--- src/rtl/seq_mult_pkg.sv ---
// Shared types and helpers for the sequential shift-add multiplier.
//   state_t : controller states
//   abs_w   : two's-complement magnitude on a wide vector; callers sign-extend
//             their operand to ABS_MAX_W bits and truncate the result back to
//             their own width (supports WIDTH up to ABS_MAX_W)
package seq_mult_pkg;

  typedef enum logic [1:0] {
    IDLE = 2'd0,
    CALC = 2'd1,
    DONE = 2'd2
  } state_t;

  localparam int unsigned ABS_MAX_W = 64;

  // Magnitude of a sign-extended value; the most negative WIDTH-bit value
  // becomes 2^(WIDTH-1), which is exact once truncated to WIDTH bits.
  function automatic logic [ABS_MAX_W-1:0] abs_w(input logic [ABS_MAX_W-1:0] x);
    return x[ABS_MAX_W-1] ? (~x + ABS_MAX_W'(1)) : x;
  endfunction

endpackage

--- src/rtl/seq_mult_datapath.sv ---
// Datapath of the shift-add multiplier: operand magnitudes, accumulator,
// shift registers, iteration counter and final sign correction.
//   clk, rst_n     : clock, async active-low reset (clears all state)
//   load           : capture a/b/signed_mode and clear accumulator/counter
//   step           : perform one shift-add iteration
//   a, b           : multiplicand, multiplier
//   signed_mode    : 1 = two's-complement operands
//   last_c         : current step is the final iteration (combinational)
//   product        : registered result, updated on the final iteration
module seq_mult_datapath
  import seq_mult_pkg::*;
#(
  parameter int unsigned WIDTH = 8
) (
  input  logic               clk,
  input  logic               rst_n,
  input  logic               load,
  input  logic               step,
  input  logic [WIDTH-1:0]   a,
  input  logic [WIDTH-1:0]   b,
  input  logic               signed_mode,
  output logic               last_c,
  output logic [2*WIDTH-1:0] product
);

  localparam int unsigned PW = 2 * WIDTH;
  localparam int unsigned CW = $clog2(WIDTH + 1);

  logic [PW-1:0]    acc_q, acc_d;
  logic [PW-1:0]    mcand_q, mcand_d;
  logic [WIDTH-1:0] mplier_q, mplier_d;
  logic [CW-1:0]    cnt_q, cnt_d;
  logic             neg_q, neg_d;
  logic [PW-1:0]    product_q, product_d;

  logic [WIDTH-1:0] a_mag, b_mag;
  logic [PW-1:0]    sum;

  assign product = product_q;

  // Next-state for the iteration registers and the result register.
  always_comb begin
    acc_d     = acc_q;
    mcand_d   = mcand_q;
    mplier_d  = mplier_q;
    cnt_d     = cnt_q;
    neg_d     = neg_q;
    product_d = product_q;

    a_mag = a;
    b_mag = b;
    if (signed_mode) begin
      a_mag = WIDTH'(abs_w(ABS_MAX_W'(signed'(a))));
      b_mag = WIDTH'(abs_w(ABS_MAX_W'(signed'(b))));
    end

    // The multiplicand register is pre-shifted, so it always equals mag_a<<count.
    sum    = acc_q + (mplier_q[0] ? mcand_q : PW'(0));
    last_c = (cnt_q == CW'(WIDTH - 1));

    if (load) begin
      acc_d    = '0;
      mcand_d  = PW'(a_mag);
      mplier_d = b_mag;
      cnt_d    = '0;
      neg_d    = signed_mode & (a[WIDTH-1] ^ b[WIDTH-1]);
    end else if (step) begin
      acc_d    = sum;
      mcand_d  = mcand_q << 1;
      mplier_d = mplier_q >> 1;
      cnt_d    = cnt_q + CW'(1);
      if (last_c) begin
        product_d = neg_q ? (~sum + PW'(1)) : sum;
      end
    end
  end

  // Datapath registers.
  always_ff @(posedge clk or negedge rst_n) begin
    if (!rst_n) begin
      acc_q     <= '0;
      mcand_q   <= '0;
      mplier_q  <= '0;
      cnt_q     <= '0;
      neg_q     <= 1'b0;
      product_q <= '0;
    end else begin
      acc_q     <= acc_d;
      mcand_q   <= mcand_d;
      mplier_q  <= mplier_d;
      cnt_q     <= cnt_d;
      neg_q     <= neg_d;
      product_q <= product_d;
    end
  end

endmodule

--- src/rtl/seq_multiplier.sv ---
// Sequential shift-add multiplier with valid/ready handshakes on both sides.
// One accumulate per clock; a result appears WIDTH edges after acceptance.
//   clk, rst_n   : clock, async active-low reset
//   in_valid     : operands valid          in_ready  : can accept operands
//   a, b         : multiplicand/multiplier signed_mode: 1 = two's complement
//   out_valid    : product valid           out_ready : consumer takes product
//   product      : 2*WIDTH-bit result      busy      : in CALC or DONE
module seq_multiplier
  import seq_mult_pkg::*;
#(
  parameter int unsigned WIDTH = 8
) (
  input  logic               clk,
  input  logic               rst_n,
  input  logic               in_valid,
  output logic               in_ready,
  input  logic [WIDTH-1:0]   a,
  input  logic [WIDTH-1:0]   b,
  input  logic               signed_mode,
  output logic               out_valid,
  input  logic               out_ready,
  output logic [2*WIDTH-1:0] product,
  output logic               busy
);

  state_t state_q, state_d;
  logic   in_ready_q, in_ready_d;
  logic   out_valid_q, out_valid_d;
  logic   busy_q, busy_d;
  logic   load_c, step_c, last_c;

  assign in_ready  = in_ready_q;
  assign out_valid = out_valid_q;
  assign busy      = busy_q;

  seq_mult_datapath #(
    .WIDTH(WIDTH)
  ) u_datapath (
    .clk        (clk),
    .rst_n      (rst_n),
    .load       (load_c),
    .step       (step_c),
    .a          (a),
    .b          (b),
    .signed_mode(signed_mode),
    .last_c     (last_c),
    .product    (product)
  );

  // Controller next-state; flag outputs are registered copies of the next state.
  always_comb begin
    state_d = state_q;
    load_c  = 1'b0;
    step_c  = 1'b0;

    case (state_q)
      IDLE: begin
        if (in_valid && in_ready_q) begin
          load_c  = 1'b1;
          state_d = CALC;
        end
      end
      CALC: begin
        step_c = 1'b1;
        if (last_c) begin
          state_d = DONE;
        end
      end
      DONE: begin
        if (out_ready) begin
          state_d = IDLE;
        end
      end
      default: state_d = IDLE;
    endcase

    in_ready_d  = (state_d == IDLE);
    out_valid_d = (state_d == DONE);
    busy_d      = (state_d != IDLE);
  end

  // Controller registers.
  always_ff @(posedge clk or negedge rst_n) begin
    if (!rst_n) begin
      state_q     <= IDLE;
      in_ready_q  <= 1'b1;
      out_valid_q <= 1'b0;
      busy_q      <= 1'b0;
    end else begin
      state_q     <= state_d;
      in_ready_q  <= in_ready_d;
      out_valid_q <= out_valid_d;
      busy_q      <= busy_d;
    end
  end

endmodule

--- config.mk ---
export PLATFORM = sky130hd
export DESIGN_NAME = seq_multiplier
export DESIGN_NICKNAME = d
export VERILOG_FILES = /design/src/rtl/seq_mult_pkg.sv /design/src/rtl/seq_mult_datapath.sv /design/src/rtl/seq_multiplier.sv
export SDC_FILE = /design/constraint.sdc
export NUM_CORES = 1
export LEC_CHECK = 0
export ABC_AREA = 1
export CAP_MARGIN = 30
export CORE_MARGIN = 2
export CORE_UTILIZATION = 42
export CTS_CLUSTER_SIZE = 25
export DETAILED_ROUTE_END_ITERATION = 10
export SYNTH_ARGS = -nofsm -noshare
export SYNTH_HDL_FRONTEND = slang
export SYNTH_SLANG_ARGS = --single-unit
--- constraint.sdc ---
create_clock -name clk -period 3.3 [get_ports clk]
set_input_delay 0.495 -clock clk [delete_from_list [all_inputs] [get_ports clk]]
set_output_delay 0.495 -clock clk [all_outputs]
set_load 0.05 [all_outputs]
==> out/metrics.cfg <==
[logic_synthesis]
yosysWarnings = 0
synthFlopType = dfrtp_1
synthArstFlopShare_pct = 100
seq_area_frac_synth_pct = 38.0
ys_ff_latch = 66
synthesis.nets = 670
yosys.area.top_type_share_pct = 37.4
synth_largest_area_cell = dfrtp_1
yosysUniqueCellTypes = 35
avgSynthCellArea_um2 = 6.91
synth_edf_count = 0
synthTopCellsByArea = dfrtp_1, nand2_1, inv_1, o21ai_0, ha_1
postSynthCellCount = 629
synth_area_mm2 = 0.00434

[route]
detail_route.iter0.violations = 156
ant_nets = 0
wl_mm = 10.2
firstDrtPassIters = 5
drc = 0
wl_per_cell_um = 12.6
via_count = 4000
viasPerCell = 4.94

[timing]
finalSetupViolations = 0
grt_setup_unrepaired = false
finalCritPeriodShare_pct = 87.3
fin_skew_ns = 0.0154
fmax_mhz = 347
tightest_slew_ns = 0.839
finalHoldViolCount = 0
drv_slew = 0
fin_setup_tns_ns = 0
fin_hold_ws_ns = 0.331
fin_crit_ns = 2.88
relSlewSlack_pct = 44.0

[floorplanning]
ioPinCount = 40
start_util_pct = 42.7
die-area_mm2 = 0.0112
rows = 37
die_h_um = 106
floorplan.core_area_mm2 = 0.0102
fp.dieW_um = 106

[worst_setup_path]
rrSetupSlack_ns = 0.42
reg2reg_depth = 14
path_buf_inv = 3
critical_path_required_ns = 3.50
cp_slowest_cell = dfrtp_1
cp.depth = 14
r2r-end = u_datapath.product[8]
path_class = reg -> reg
critical_path.cell_chain = nand2_1, inv_1, ha_1, fa_1, inv_1, ha_1, inv_1, nor2_1, nand3_1, nor2_2, nand3_2, o21ai_0, xor2_1, o21ai_0
end_kind = register
cp-startpoint = u_datapath.mplier_q[0]
slowest_delay_ns = 0.68
arrival_ns = 3.08
cp-start-kind = register
cp_max_fo = 17
crit_top_cell = inv_1
cp_top_family = adder cells
r2r-start = u_datapath.mplier_q[0]
cp-endpoint = u_datapath.product[8]

[power]
powerDensity_mw_per_mm2 = 1040
power_mw = 5.28
p_leak_nw = 2.66
max-vdd-ir-drop_uv = 371

[clock_network]
insertion_delay_ns = 0.35
cts_tree = done
root_buffer = clkbuf_8
cts.repair.resized = 0
clk_path_buf_depth = 2
cts_hold_buf = 0
htreeDepth = 3
path_clk_slew_ns = 0.08
cts_inserted_buffers = 9
post-cts-setup-buffers = 0
clkSinkCount = 66

[final_layout]
drive_gt1_share_pct = 6.08
nets = 710
diodes = 0
postLayoutCoreUtil_pct = 49.6
post-route-cell-area_mm2 = 0.00506
syn_to_final_growth_pct = 16.4

[placement]
io_buffers = 39
dpl_cell_area_mm2 = 0.00488
place_congestion = 0.870
hpwl_mm = 7.71

[run]
cap_violations = 0

[global_route]
grt-busiest-layer = met2
grt_max_degree = 67
use_met3_pct = 3.59
grt_overflow = 0
grt_usage_pct = 19.4
grt_pass1_wl_mm = 17.4
grt_pass1_vias = 3836
antenna_found_initial = 0
use_met2_pct = 34.9
met1_usage_pct = 23.6

[outcome]
outcome = completed

[worst_hold_path]
hold_class = in -> async

-- state kept, by name (all words and copies together), names as in the netlist --
name / flops
u_datapath.mcand_q: 16
u_datapath.product: 16
u_datapath.neg_q: 1
state_q: 2
u_datapath.cnt_q: 4
out_valid: 1
busy: 1
u_datapath.mplier_q: 8
in_ready: 1
u_datapath.acc_q: 16
-- worst min path at each step --
stage                                   to  slack [ns]  cells after the start
finish              u_datapath.mcand_q[11]        0.33                      2
global route        u_datapath.mcand_q[13]        0.41                      2
CTS                 u_datapath.mcand_q[13]        0.36                      2
detailed placement  u_datapath.mplier_q[2]        0.47                      2
global placement    u_datapath.mplier_q[2]        0.46                      2
floorplan                             busy        0.20                      0
-- power breakdown --
group | internal (mW) | switching [mW] | leakage [nW] | total, mW
Sequential | 1.18 | 0.256 | 0.834 | 1.43
Clock | 0.277 | 0.349 | 0.0864 | 0.627
Combinational | 1.09 | 2.13 | 1.74 | 3.22
-- synth_stat cells, types with 2 or more instances --
master	number
nor2_2	5
o21ai_1	2
nand4_1	6
inv_2	2
nor4_1	2
nand2_1	208
o21ai_0	52
o221ai_1	2
a32o_1	2
nor3_1	6
nand3_1	41
dfrtp_1	65
a22oi_1	2
a21oi_1	19
nor2_1	40
a21o_1	2
a22o_1	2
o22ai_1	9
nor2_4	2
nand2_2	6
xor2_1	11
inv_1	93
ha_1	19
clkbuf_1	15
a31oi_1	2
xnor2_1	5
-- kinds of logic after synthesis --
family,count (synthesis),share of synthesized area (%)
buf+inv,111,9.59
xor+xnor,16,3.23
flops,66,38.0
simple gates,321,31.1
fa+ha+maj,20,5.93
compound gates,95,12.1
-- layout by cell type, fill, tap and decap left out, types with 3 or more instances in the layout --
master,n
a21oi_1,19
buf_4,5
clkbuf_8,9
clkdlybuf4s50_1,38
dfrtp_1,65
ha_1,19
inv_1,93
inv_6,3
nand2_1,208
nand2_2,6
nand3_1,41
nand4_1,6
nor2_1,40
nor2_2,5
nor3_1,6
o21ai_0,52
o22ai_1,9
xnor2_1,5
xor2_1,11
-- stage by stage --
stage | cells | worst slack [ns]
after floorplan | 629 | 0.533
after global placement | 794 | 0.522
after detailed placement | 794 | 0.416
after CTS | 810 | 0.411
after global routing | 810 | 0.0883
final | 810 | 0.419
-- cell type report --
type,count,area (um2)
timing repair buffer,44,423
multi-input combinational,452,2270
clock buffer,9,124
inverter,96,360
sequential,66,1650
clock inverter,7,51.3
tap,136,170
fill,1042,5130
-- routing by layer --
metal	share of wire [%]	vias to the layer above	wire length, um
met4	1.5	0	157
met3	3.1	13	314
met2	50	71	5060
met5	0	-	0
met1	46	1839	4640
li1	-	2077	-
Power figures use the tool's default switching activity.
